[src/rtl/map_phase_sched.sv]
// map_phase_sched: MAP frame sequencer stepping FWD, BCK and LLR phases behind a start/done handshake.
// Outputs are registered decodes of the current state, so they trail the state register by one cycle.
module map_phase_sched #(
  parameter int AW        = 8,
  parameter int FRAME_LEN = 64,
  parameter int LLR_LAT   = 3
) (
  input  logic          clk,
  input  logic          rst_n,
  input  logic          start_i,
  input  logic          abort_i,
  input  logic [AW-1:0] frame_len_i,
  output logic          busy_o,
  output logic [2:0]    phase_o,
  output logic [AW-1:0] step_o,
  output logic          fwd_en_o,
  output logic          alpha_we_o,
  output logic [AW-1:0] alpha_addr_o,
  output logic          bck_en_o,
  output logic          beta_init_o,
  output logic          eta_en_o,
  output logic          llr_we_o,
  output logic [AW-1:0] llr_addr_o,
  output logic          done_fwd_o,
  output logic          done_bck_o,
  output logic          done_gama_o,
  output logic          done_o
);
  localparam logic [2:0] S_IDLE  = 3'd0;
  localparam logic [2:0] S_FWD   = 3'd1;
  localparam logic [2:0] S_BCK   = 3'd2;
  localparam logic [2:0] S_LLR   = 3'd3;
  localparam logic [2:0] S_DRAIN = 3'd4;
  localparam logic [2:0] S_DONE  = 3'd5;
  typedef struct packed {
    logic          busy;
    logic [2:0]    phase;
    logic [AW-1:0] step;
    logic          fwd_en;
    logic          bck_en;
    logic          beta_init;
    logic          eta_en;
    logic          done_fwd;
    logic          done_bck;
    logic          done;
  } ctl_t;
  typedef struct packed {
    logic          last;
    logic          we;
    logic [AW-1:0] addr;
  } llr_t;
  logic [2:0]    state_q, state_d;
  logic [AW-1:0] cnt_q, cnt_d, n_q, n_d, nm1;
  logic          at_end;
  ctl_t          ctl_q, ctl_d;
  llr_t          pipe_q [LLR_LAT];
  llr_t          llr_in;
  assign nm1    = n_q - AW'(1);
  assign at_end = cnt_q == nm1;
  always_comb begin
    state_d = state_q;
    cnt_d   = cnt_q;
    n_d     = n_q;
    case (state_q)
      S_IDLE: if (start_i) begin
        state_d = S_FWD;
        cnt_d   = '0;
        n_d     = frame_len_i == '0 ? AW'(FRAME_LEN) : frame_len_i;
      end
      S_FWD: if (at_end) state_d = S_BCK; else cnt_d = cnt_q + AW'(1);
      S_BCK: if (cnt_q == '0) state_d = S_LLR; else cnt_d = cnt_q - AW'(1);
      S_LLR: begin
        state_d = at_end ? S_DRAIN : S_LLR;
        cnt_d   = at_end ? '0 : cnt_q + AW'(1);
      end
      S_DRAIN: begin
        state_d = cnt_q == AW'(LLR_LAT - 1) ? S_DONE : S_DRAIN;
        cnt_d   = cnt_q + AW'(1);
      end
      default: state_d = S_IDLE;
    endcase
    if (abort_i) begin
      state_d = S_IDLE;
      cnt_d   = '0;
    end
  end
  // BCK is entered with cnt at N-1, so that value marks its first cycle
  always_comb begin
    ctl_d = '0;
    if (!abort_i) begin
      ctl_d.busy      = state_q != S_IDLE;
      ctl_d.phase     = state_q;
      ctl_d.step      = state_q inside {S_FWD, S_BCK, S_LLR} ? cnt_q : '0;
      ctl_d.fwd_en    = state_q == S_FWD;
      ctl_d.bck_en    = state_q == S_BCK;
      ctl_d.beta_init = state_q == S_BCK && at_end;
      ctl_d.eta_en    = state_q == S_LLR;
      ctl_d.done_fwd  = state_q == S_FWD && at_end;
      ctl_d.done_bck  = state_q == S_BCK && cnt_q == '0;
      ctl_d.done      = state_q == S_DONE;
    end
  end
  assign llr_in = {ctl_q.eta_en && ctl_q.step == nm1, ctl_q.eta_en, ctl_q.step};
  always_ff @(posedge clk or negedge rst_n) begin
    if (!rst_n) begin
      state_q <= S_IDLE;
      cnt_q   <= '0;
      n_q     <= '0;
      ctl_q   <= '0;
      for (int i = 0; i < LLR_LAT; i++) pipe_q[i] <= '0;
    end else begin
      state_q   <= state_d;
      cnt_q     <= cnt_d;
      n_q       <= n_d;
      ctl_q     <= ctl_d;
      pipe_q[0] <= abort_i ? '0 : llr_in;
      for (int i = 1; i < LLR_LAT; i++) pipe_q[i] <= abort_i ? '0 : pipe_q[i-1];
    end
  end
  assign busy_o       = ctl_q.busy;
  assign phase_o      = ctl_q.phase;
  assign step_o       = ctl_q.step;
  assign fwd_en_o     = ctl_q.fwd_en;
  assign alpha_we_o   = ctl_q.fwd_en;
  assign alpha_addr_o = ctl_q.step;
  assign bck_en_o     = ctl_q.bck_en;
  assign beta_init_o  = ctl_q.beta_init;
  assign eta_en_o     = ctl_q.eta_en;
  assign done_fwd_o   = ctl_q.done_fwd;
  assign done_bck_o   = ctl_q.done_bck;
  assign done_o       = ctl_q.done;
  assign llr_we_o     = pipe_q[LLR_LAT-1].we;
  assign llr_addr_o   = pipe_q[LLR_LAT-1].addr;
  assign done_gama_o  = pipe_q[LLR_LAT-1].last;
endmodule

[config.mk]
export PLATFORM = sky130hd
export DESIGN_NAME = map_phase_sched
export DESIGN_NICKNAME = d
export VERILOG_FILES = /design/src/rtl/map_phase_sched.sv
export SDC_FILE = /design/constraint.sdc
export NUM_CORES = 1
export LEC_CHECK = 0
export CORE_AREA = 2 2 83 85
export CTS_CLUSTER_DIAMETER = 150
export CTS_CLUSTER_SIZE = 12
export DETAILED_ROUTE_END_ITERATION = 8
export DIE_AREA = 0 0 85 87
export PLACE_DENSITY_LB_ADDON = 0.25
export SLEW_MARGIN = 25
export SYNTH_ARGS = -nofsm -noshare
export SYNTH_HDL_FRONTEND = slang
export SYNTH_SLANG_ARGS = --single-unit
[constraint.sdc]
create_clock -name clk -period 3.14 [get_ports clk]
set_input_delay 0.314 -clock clk [delete_from_list [all_inputs] [get_ports clk]]
set_output_delay 0.314 -clock clk [all_outputs]
set_load 0.02 [all_outputs]
# Word level (Yosys, flattened, before mapping)
# Index checks and enable logic that the tools add are counted.
[totals]
ff_bits = 68
out_inout_bits = 38
[op_classes]
eq_ne = 13
n_addsub = 3
muxes = 19
reduce_logical = 13
[ops]
columns = ["op", "count"]
rows = [
  ["$mux W8", 7],
  ["$pmux W8 S5", 1],
  ["$mux W10", 3],
  ["$mux W19", 1],
  ["$eq A8 B8 Y1", 2],
  ["$logic_not A8 Y1", 2],
  ["$sub A8 B1 Y8 const B", 2],
  ["$mux W3", 5],
  ["$ne A3 B3 Y1 const B", 5],
  ["$pmux W3 S5", 1],
  ["$add A8 B1 Y8 const B", 1],
  ["$eq A8 B2 Y1 const B", 1],
  ["$eq A3 B2 Y1 const B", 2],
  ["$eq A3 B3 Y1 const B", 2],
  ["$reduce_bool A3 Y1", 2],
  ["$reduce_bool A6 Y1", 1],
  ["$logic_and A1 B1 Y1", 4],
  ["$reduce_and A4 Y1", 1],
  ["$eq A3 B1 Y1 const B", 1],
  ["$logic_not A3 Y1", 1],
  ["$reduce_and A3 Y1", 1],
  ["$reduce_and A2 Y1", 1],
  ["$mux W1", 1],
]

# Depth between registers and ports, before layout
# Gate-level depths: netlist of the first run.
[depth]
word_depth = 5
depth_mapped = 10

# Worst setup path after synthesis of the first run
# Ideal clock, no wire load.
[synth_timing]
kind = "reg2reg"
startpoint = "reg n_q[0]"
endpoint = "reg cnt_q[5]"
setup_time_ns = 0.127
t_arrival_ns = 2.138
slack_ns = 0.875
stages_incl_launch_ff = 11
synth_period_minus_slack_ns = 2.265
cell_sequence = "dfrtp_1 inv_1 ha_1 nor3b_2 or3_1 a41o_1 a211oi_2 buf_6 nand2_4 a311oi_2 o31ai_1"
[synth_between]
elab_chain_cells = 5
word_cells_on_any_way = 7
[synth_rtl]
columns = ["element", "line", "rtl"]
rows = [
  ["from (decl)", "53", "logic [AW-1:0] cnt_q, cnt_d, n_q, n_d, nm1;"],
  ["from (signal assigned)", "114", "n_q <= n_d;"],
  ["$sub A8 B1 Y8 *", "58", "assign nm1 = n_q - AW'(1);"],
  ["$eq A8 B8 Y1 *", "59", "assign at_end = cnt_q == nm1;"],
  ["$mux W8", "74", "cnt_d = at_end ? '0 : cnt_q + AW'(1);"],
  ["$pmux W8 S5", "64", "case (state_q)"],
  ["$mux W8", "82", "if (abort_i) begin"],
  ["to (signal assigned)", "113", "cnt_q <= cnt_d;"],
  ["to (decl)", "53", ""],
]
# Every way passes the cells marked *; elsewhere a longest branch is shown, timed or not.
# A chain may end at the register's enable or synchronous reset.

# Worst setup path after layout of the first run
[layout_timing]
startpoint = "reg n_q[0]"
endpoint = "reg cnt_q[4]"
# Same word-level chain as after synthesis.

==> results of run 1 <==
-- worst max path at each step --
stage,slack [ns],cells past startpoint,to,startpoint
after CTS,0.51,10,cnt_q[4],n_q[0]
final,0.52,10,cnt_q[4],n_q[0]
after detailed placement,0.55,10,cnt_q[4],n_q[0]
after floorplan,0.88,10,cnt_q[5],n_q[0]
after global placement,0.67,10,cnt_q[2],n_q[0]
after global routing,0.31,10,cnt_q[7],n_q[0]
-- power by group through the flow --
stage / clock network, mW / registers, mW / logic (mW)
2_1_floorplan: 0 / 1.14 / 1.07
3_3_place_gp: 0 / 1.27 / 1.22
3_5_place_dp: 0 / 1.27 / 1.24
4_1_cts: 0.764 / 1.25 / 1.25
5_1_grt: 0.806 / 1.28 / 1.38
6_report: 0.754 / 1.26 / 1.26
-- critical path: cells and delay by family, from the launching register on --
| kind | cells | cell delay (ns) |
|---|---|---|
| buf+inv | 2 | 0.30 |
| flops | 1 | 0.46 |
| simple gates | 3 | 0.81 |
| compound gates | 4 | 0.69 |
| fa+ha+maj | 1 | 0.23 |
-- final cells by class --
cell class                 instances  area [um^2]  share of cell area [%]
clock buffer                       9        123.9                   3.013
timing repair buffer              56        540.5                   13.15
clock inverter                     7        80.08                   1.948
multi-input combinational        230         1524                   37.07
tap                               80        100.1                   2.435
inverter                          11        41.29                   1.004
sequential                        68         1702                   41.39
-- layer usage --
layer / part of all wire, % / global-route usage [%] / wire length, um / up-vias
met2: 49 / 35.23 / 3784 / 94
li1: - / - / - / 1228
met1: 42 / 28.55 / 3272 / 1268
met4: 3.2 / 12.41 / 245 / 0
met3: 5.6 / 4.455 / 435 / 20
met5: 0 / 0 / 0 / -
-- cell families (layout without fill, tap and decap cells) --
logic type	after synthesis	in the layout	synth area share, %
AND/OR/NAND/NOR	140	140	22.08
flip-flops	68	68	48.43
AO/OA/AOI/OAI	55	55	10.79
buffers and inverters	50	83	8.191
XOR/XNOR	23	23	6.161
multiplexers	7	7	2.564
adder cells (fa/ha/maj)	5	5	1.781
-- cell usage in the layout, fill, tap and decap left out, types with 7 or more instances in the layout --
cell	Yosys	routed
dfrtp_1	68	68
clkdlybuf4s50_1	0	48
nor2b_1	30	30
nor2_1	24	24
nand2_1	23	23
a21oi_1	18	18
nor3_1	15	15
xnor2_1	15	15
o21ai_0	12	12
inv_1	11	11
clkbuf_8	0	9
nand3_1	8	8
and2_1	7	7
nor4_1	7	7
xor2_1	7	7
-- registers in the layout (all words and copies together), names as in the netlist --
signal,flops
done_gama_o,1
beta_init_o,1
bck_en_o,1
alpha_we_o,1
llr_addr_o,8
done_o,1
alpha_addr_o,8
state_q,3
eta_en_o,1
n_q,8
busy_o,1
done_bck_o,1
done_fwd_o,1
phase_o,3
llr_we_o,1
pipe_q,20
cnt_q,8
-- what timing repair did --
item,CTS,global route
resized for setup,0,0
hold buffers,1,0
hold endpoints to repair,21,0
==> flow_metrics.env, run 1 <==
export IMPL_status="finished clean"
export IMPL_finalSetupTns_ns=0
export IMPL_avgRoutedWirePerCell_um=16.78
export IMPL_cts_tree="yes"
export IMPL_die_w_um=85
export IMPL_final_cells=461
export IMPL_dp_cells=444
export IMPL_synth_area_leader_cell="dfrtp_1"
export IMPL_post_cts_repair_setup_buffers=0
export IMPL_cts_sinks=68
export IMPL_p_int_mw=1.946
export IMPL_finalSetupViolCount=0
export IMPL_synthTopCellsByArea="dfrtp_1, nor2b_1, buf_4"
export IMPL_rows=30
export IMPL_grt_pass1_vias=2498
export IMPL_reg2reg_from="n_q[0]"
export IMPL_finalCriticalPeriod_ns=2.622
export IMPL_min_period_over_period_pct=83.52
export IMPL_nets=393
export IMPL_gr_total_overflow=0
export IMPL_p_per_area_nw_per_um2=794.8
export IMPL_synth_top_cells_by_count="dfrtp_1, nor2b_1, nor2_1"
export IMPL_sequentialPowerShare_pct=38.5
export IMPL_gp_congestion=0.9213
export IMPL_pre_cts_ws_ns=0.5461
export IMPL_timing_final_max_slew_violations=0
export IMPL_dr_pass1_iters=5
export IMPL_p_sw_mw=1.322
export IMPL_comb_power_share_pct=38.4
export IMPL_avgSynthCellArea_um2=10.10
export IMPL_cts_root_buf="clkbuf_8"
export IMPL_holdCritPathClass="in2async"
export IMPL_switching_share_pct=40.45
export IMPL_power_mw=3.268
export IMPL_slowest_stage="dfrtp_1"
export IMPL_initial_core_util_pct=53.49
export IMPL_grt_max_degree=48
export IMPL_synth_edf_count=0
export IMPL_coreArea_um2=6569
export IMPL_route_detailed_drc=0
export IMPL_ctsLongestPathBuffers=2
export IMPL_cts_buffers=9
export IMPL_antenna_found_initial=0
export IMPL_worstRegToRegCells=10
export IMPL_max_stage_delay_ns=0.46
export IMPL_cp_max_fo=11
export IMPL_area_growth_syn_to_layout_pct=17.02
export IMPL_max_cap_viol_count=0
export IMPL_ys_flop_type="dfrtp_1"
export IMPL_yosysUniqueCellTypes=55
export IMPL_pwr_share_clk_pct=23.1
export IMPL_hold_slack_ns=0.4542
export IMPL_ys_warn_count=0
export IMPL_ant_nets=0
export IMPL_clk_pin_slew_ns=0.09
export IMPL_hold_viol_final=0
export IMPL_critPathRequiredTime_ns=3.37
export IMPL_finalWorstSetupSlack_ns=0.5175
export IMPL_n_fill_cell=518
export IMPL_chipHeight_um=87
export IMPL_grtUsageTotal_pct=22.18
export IMPL_worst_pin_slew_ns=0.5955
export IMPL_rsz0062_at_grt="false"
export IMPL_power_leakage_nw=1.787
export IMPL_reg2reg_to="cnt_q[4]"
export IMPL_clk_latency_ns=0.36
export IMPL_post_dp_cell_area_um2=3897
export IMPL_skew_ns=0.01465
export IMPL_drt_iter0_markers=154
export IMPL_rrSetupSlack_ns=0.52
export IMPL_syn_nets=365
export IMPL_cp_start_kind="flop"
export IMPL_synth_seq_area_share_pct=48.43
export IMPL_antenna_cells=0
export IMPL_htreeDepth=3
export IMPL_dp_hpwl_mm=5.467
export IMPL_port_buffer_count=49
export IMPL_async_flop_share_pct=100.0
export IMPL_crit_type="reg2reg"
export IMPL_synth_area_um2=3513
export IMPL_cp_cell_sequence="inv_1 > ha_1 > or3b_4 > nand3_2 > a41o_1 > a211oi_2 > buf_4 > a32o_2 > nor4_1 > a21oi_1"
export IMPL_via_per_inst=5.662
export IMPL_post_route_util_pct=62.59
export IMPL_grt_pass1_wl_mm=12.51
export IMPL_critPathArrivalTime_ns=2.85
export IMPL_via_count=2610
export IMPL_syn_inst=348
export IMPL_design_area_um2=4111
export IMPL_worst_setup_path_end_kind="flop"
export IMPL_synth_most_common_cell="dfrtp_1"
export IMPL_relSlewSlack_pct=60.30
export IMPL_synth_top_area_share_pct=48.43
export IMPL_peakVddDrop_mv=0.3775
export IMPL_dieArea_um2=7395
export IMPL_ys_seq_elements=68
export IMPL_fmax_ghz=0.3813
export IMPL_io_pins=50
export IMPL_drive_above_1_share_pct=12.07
export IMPL_drt_total_wl_mm=7.736
No activity file was read; power rests on OpenSTA's default activity.
==> run 2, diff against run 1 <==
clock period = 2.65 ns   (was 3.14 ns; I/O delays follow)
==> run 2 against run 1 <==
- power grew 22%
- sequential power grew 16%
- cell count grew 1.7%
- non-clock buffer count grew 8
- clock skew shrank 0.0013 ns
- routed wire length shrank 0.66%
- via count grew 1.1%
- final area grew 1.9%
- global-route usage grew 0.10 points
- combinational power grew 25%
- count of clock-buffer cells in the layout is the same
- largest cell class unchanged
==> flow_metrics.env, run 2 (synthesis results as in run 1) <==
export IMPL_reg2reg_from="n_q[1]"
export IMPL_min_period_over_period_pct=92.78
export IMPL_ctsLongestPathBuffers=2
export IMPL_htreeDepth=3
export IMPL_seqCellArea_um2=1702
export IMPL_timing_final_max_slew_violations=0
export IMPL_drt_total_wl_mm=7.685
export IMPL_finalSetupViolCount=0
export IMPL_area_growth_syn_to_layout_pct=19.27
export IMPL_p_per_area_nw_per_um2=951.2
export IMPL_finalCriticalPeriod_ns=2.459
export IMPL_cp_cell_sequence="inv_1 > ha_1 > or3b_4 > nor3_2 > nand3_1 > a211oi_2 > buf_4 > nand2_4 > a311oi_2 > o31ai_1"
export IMPL_n_fill_cell=536
export IMPL_via_count=2639
export IMPL_power_leakage_nw=1.840
export IMPL_clk_pin_slew_ns=0.08
export IMPL_max_cap_viol_count=0
export IMPL_hold_slack_ns=0.3995
export IMPL_cts_resized=0
export IMPL_clk_latency_ns=0.35
export IMPL_cts_tree="yes"
export IMPL_final_cell_mix="dfrtp_1, clkdlybuf4s50_1, nor2b_1"
export IMPL_avgRoutedWirePerCell_um=16.39
export IMPL_cts_buffers=9
export IMPL_dieArea_um2=7395
export IMPL_initial_core_util_pct=53.49
export IMPL_antenna_found_initial=0
export IMPL_cts_sinks=68
export IMPL_grt_max_degree=30
export IMPL_max_stage_delay_ns=0.41
export IMPL_largest_reg_flops=20
export IMPL_critPathRequiredTime_ns=2.87
export IMPL_regMostFlops="pipe_q"
export IMPL_hold_viol_final=0
export IMPL_cp_start_kind="flop"
export IMPL_gp_congestion=0.9435
export IMPL_io_pins=50
export IMPL_worst_pin_slew_ns=0.6473
export IMPL_peakVddDrop_mv=0.4914
export IMPL_rows=30
export IMPL_nets=401
export IMPL_grtUsageTotal_pct=22.28
export IMPL_drt_iter0_markers=124
export IMPL_worst_setup_path_end_kind="flop"
export IMPL_die_w_um=85
export IMPL_multi_input_area_um2=1524
export IMPL_dr_pass1_iters=4
export IMPL_final_common_cell="dfrtp_1"
export IMPL_p_int_mw=2.450
export IMPL_ant_nets=0
export IMPL_grt_pass1_wl_mm=12.70
export IMPL_route_detailed_drc=0
export IMPL_dp_hpwl_mm=5.731
export IMPL_via_per_inst=5.627
export IMPL_worstRegToRegCells=10
export IMPL_coreArea_um2=6569
export IMPL_crit_type="reg2reg"
export IMPL_reg2reg_to="cnt_q[5]"
export IMPL_grt_pass1_vias=2593
export IMPL_gr_total_overflow=0
export IMPL_cp_max_fo=10
export IMPL_slowest_stage="dfrtp_1"
export IMPL_switching_share_pct=38.54
export IMPL_relSlewSlack_pct=56.39
export IMPL_drive_above_1_share_pct=13.88
export IMPL_pwr_share_clk_pct=23.9
export IMPL_port_buffer_count=49
export IMPL_chipHeight_um=87
export IMPL_p_sw_mw=1.536
export IMPL_critPathArrivalTime_ns=2.68
export IMPL_fmax_ghz=0.4067
export IMPL_status="finished clean"
export IMPL_finalSetupTns_ns=0
export IMPL_skew_ns=0.01337
export IMPL_antenna_cells=0
export IMPL_holdCritPathClass="in2async"
export IMPL_rsz0062_at_grt="false"
export IMPL_comb_power_share_pct=39.6
export IMPL_rrSetupSlack_ns=0.19
export IMPL_sequentialPowerShare_pct=36.5
export IMPL_cts_root_buf="clkbuf_8"
==> run 2: cell count changes in the layout (fill, tap and decap cells not counted), sizes merged <==
cell / delta
inv: -2
buf: +8
clkinv: +2
bufinv: +1
clkinvlp: -1
==> run 2: worst max path at each step <==
stage	startpoint	end	slack [ns]
global placement	n_q[1]	cnt_q[5]	0.28
global route	n_q[1]	cnt_q[3]	0.01
CTS	n_q[1]	cnt_q[5]	0.20
floorplan	n_q[0]	cnt_q[5]	0.39
finish	n_q[1]	cnt_q[5]	0.19
detailed placement	n_q[1]	cnt_q[5]	0.23
==> run 2: power by group through the flow <==
stage | Clock, mW | Sequential (mW) | Combinational [mW]
final | 0.951 | 1.46 | 1.58
after global routing | 1.01 | 1.49 | 1.75
after global placement | 0 | 1.47 | 1.53
after floorplan | 0 | 1.35 | 1.26
after CTS | 0.972 | 1.45 | 1.57
after detailed placement | 0 | 1.47 | 1.56
==> run 2: layout make-up <==
class                           count  share of cell area [%]
Clock buffer                        9                   2.956
Clock inverter                      7                   2.359
Inverter                           11                  0.9854
Multi-Input combinational cell    230                   36.37
Sequential cell                    68                   40.61
Tap cell                           80                   2.389
Timing Repair Buffer               64                   14.33
==> run 2: per-layer routing <==
metal  wire [um]  GRT usage [%]
met4         159          10.97
met5           0              0
met3         338          3.318
met2        3891          37.36
met1        3297          28.36
==> run 2: timing repair <==
item,4_1_cts,5_1_grt
buffers inserted,0,0
setup endpoints to repair,0,0
hold endpoints to repair,19,0
hold buffers,1,0
==> run 2: worst max-delay path, delay by kind of cell (launching register included) <==
kind	cells	cell delay [ns]
buf+inv	2	0.32
compound gates	3	0.57
simple gates	4	0.82
fa+ha+maj	1	0.22
flops	1	0.41
==> run 2: per-stage QoR <==
| stage | util, % | area (um^2) | instances | total power [mW] | worst slack, ns |
|---|---|---|---|---|---|
| after floorplan | - | 3513 | 348 | 2.610 | 0.3850 |
| after global placement | 60.25 | 3958 | 452 | 3.001 | 0.2764 |
| after detailed placement | 60.25 | 3958 | 452 | 3.035 | 0.2324 |
| after CTS | 63.79 | 4190 | 469 | 3.996 | 0.1977 |
| after global routing | 63.79 | 4190 | 469 | 4.250 | 0.01285 |
| final | 63.79 | 4190 | 469 | 3.986 | 0.1914 |
==> run 3, diff against run 2 <==
CORE_AREA = 2 2 104 106   (was 2 2 83 85)
DIE_AREA = 0 0 106 108   (was 0 0 85 87)
==> run 3 against run 2 <==
- register-to-register slack lost 0.03 ns
- power shrank 2.0%
- utilization down 22 points
- die area rose by 55%
- sequential power shrank 4%
- combinational power up 5%
- clock power is 11% lower
- maximum frequency fell by 1.4%
- first-iteration DRC count decreased by 21%
- non-clock buffer count increased by 6
- global-route usage shrank 7.8 points
- cell count increased by 13%
==> flow_metrics.env, run 3 (synthesis results as in run 1) <==
export IMPL_drive_above_1_share_pct=15.44
export IMPL_min_period_over_period_pct=94.07
export IMPL_cts_buffers=9
export IMPL_rsz0062_at_grt="false"
export IMPL_io_pins=50
export IMPL_fmax_ghz=0.4011
export IMPL_timing_final_max_slew_violations=0
export IMPL_ctsLongestPathBuffers=2
export IMPL_reg2reg_from="n_q[1]"
export IMPL_grt_pass1_vias=2528
export IMPL_worst_pin_slew_ns=0.6553
export IMPL_largest_reg_flops=20
export IMPL_max_cap_viol_count=0
export IMPL_critPathRequiredTime_ns=2.87
export IMPL_rows=37
export IMPL_route_detailed_drc=0
export IMPL_hold_viol_final=0
export IMPL_grt_pass1_wl_mm=12.70
export IMPL_via_per_inst=4.915
export IMPL_finalCriticalPeriod_ns=2.493
export IMPL_chipHeight_um=108
export IMPL_drt_total_wl_mm=7.755
export IMPL_dp_hpwl_mm=5.830
export IMPL_via_count=2610
export IMPL_cts_tree="yes"
export IMPL_peakVddDrop_mv=0.3887
export IMPL_ant_nets=0
export IMPL_port_buffer_count=49
export IMPL_dr_pass1_iters=4
export IMPL_clk_pin_slew_ns=0.07
export IMPL_hold_slack_ns=0.4280
export IMPL_gr_usage_met3_pct=3.496
export IMPL_power_leakage_nw=1.862
export IMPL_gp_congestion=0.8776
export IMPL_area_growth_syn_to_layout_pct=22.47
export IMPL_gr_total_overflow=0
export IMPL_use_met2_pct=24.47
export IMPL_critPathLaunch="n_q[1]"
export IMPL_post_route_util_pct=42.06
export IMPL_antenna_cells=0
export IMPL_critPathArrivalTime_ns=2.71
export IMPL_holdCritPathClass="in2async"
export IMPL_initial_core_util_pct=34.34
export IMPL_htreeDepth=3
export IMPL_drt_iter0_markers=98
export IMPL_cts_root_buf="clkbuf_8"
export IMPL_gr_usage_met1_pct=18.57
export IMPL_final_common_cell="dfrtp_1"
export IMPL_cp_max_fo=7
export IMPL_worst_setup_path_end_kind="flop"
export IMPL_cts_sinks=68
export IMPL_final_cell_mix="dfrtp_1, clkdlybuf4s50_1, nor2b_1"
export IMPL_design_area_um2=4303
export IMPL_p_per_area_nw_per_um2=907.8
export IMPL_cp_start_kind="flop"
export IMPL_regMostFlops="pipe_q"
export IMPL_dieArea_um2=11450
export IMPL_relSlewSlack_pct=55.85
export IMPL_nets=407
export IMPL_busiest_layer="met2"
export IMPL_avgRoutedWirePerCell_um=14.60
export IMPL_finalSetupViolCount=0
export IMPL_skew_ns=0.008114
export IMPL_finalSetupTns_ns=0
export IMPL_die_w_um=106
export IMPL_crit_type="reg2reg"
export IMPL_coreArea_um2=10230
export IMPL_status="finished clean"
export IMPL_grt_max_degree=30
export IMPL_grtUsageTotal_pct=14.49
export IMPL_post_dp_cell_area_um2=4058
export IMPL_clk_latency_ns=0.34
export IMPL_antenna_found_initial=0
==> run 3: cell count changes in the layout (fill, tap and decap cells not counted) <==
cell        delta
buf_12         +1
buf_4          +4
buf_6          +1
bufinv_16      -1
clkbuf_8       +1
clkinv_2       +1
clkinvlp_4     +1
ha_1           -1
ha_2           +1
inv_6          -2
==> run 3: metal layers <==
layer	wire length, um	vias to the layer above
met4	119	0
met1	3430	1266
met3	333	11
met2	3871	76
met5	0	-
li1	-	1257
==> run 3: report_power, final <==
part | internal, mW | leakage [nW] | switching (mW) | total, mW
combinational | 0.756 | 0.841 | 0.899 | 1.66
sequential | 1.19 | 0.923 | 0.213 | 1.40
clock | 0.458 | 0.0983 | 0.389 | 0.847
total | 2.40 | 1.86 | 1.50 | 3.91
==> run 3: critical path, cell delays in order, from the launching register on <==
cell	delay, ns
dfrtp_1	0.40
inv_1	0.08
ha_2	0.21
or3b_4	0.40
nor3_2	0.18
nand3_1	0.15
a211oi_2	0.28
buf_6	0.17
buf_12	0.11
nand2_4	0.07
a311oi_2	0.23
o31ai_1	0.09
==> run 3: final timing paths <==
kind	endpoint	slack, ns	cells after the start
worst max-delay path	cnt_q[5]	0.16	11
worst min-delay path	cnt_q[6]	0.43	2
worst max register to register	cnt_q[5]	0.16	11
worst min register to register	pipe_q[19]	0.45	1
max in group asynchronous	alpha_addr_o[2]	1.45	3
min in group clk	pipe_q[19]	0.45	1
==> run 3: layout make-up <==
class,count,area [um^2]
inverters,11,41.29
clock inverters,6,63.81
repair buffers,70,661.9
multi-input cells,230,1526
fillers,980,5928
clock buffers,10,137.6
well taps,136,170.2
flip-flops and latches,68,1702
==> run 3: per-stage QoR <==
step	setup WS, ns	instances	power [mW]
after floorplan	0.3850	348	2.610
after global placement	0.2532	512	3.058
after detailed placement	0.1790	512	3.065
after CTS	0.1742	529	3.920
after global routing	0.001425	531	4.168
final	0.1571	531	3.906
==> run 3: timing repair <==
action                                  in CTS  in global routing
endpoints found under the hold margin       20                  0
gates resized for setup                      0                  2
endpoints found under the setup margin       0                  2
buffers inserted                             0                  2
hold buffers                                 1                  0
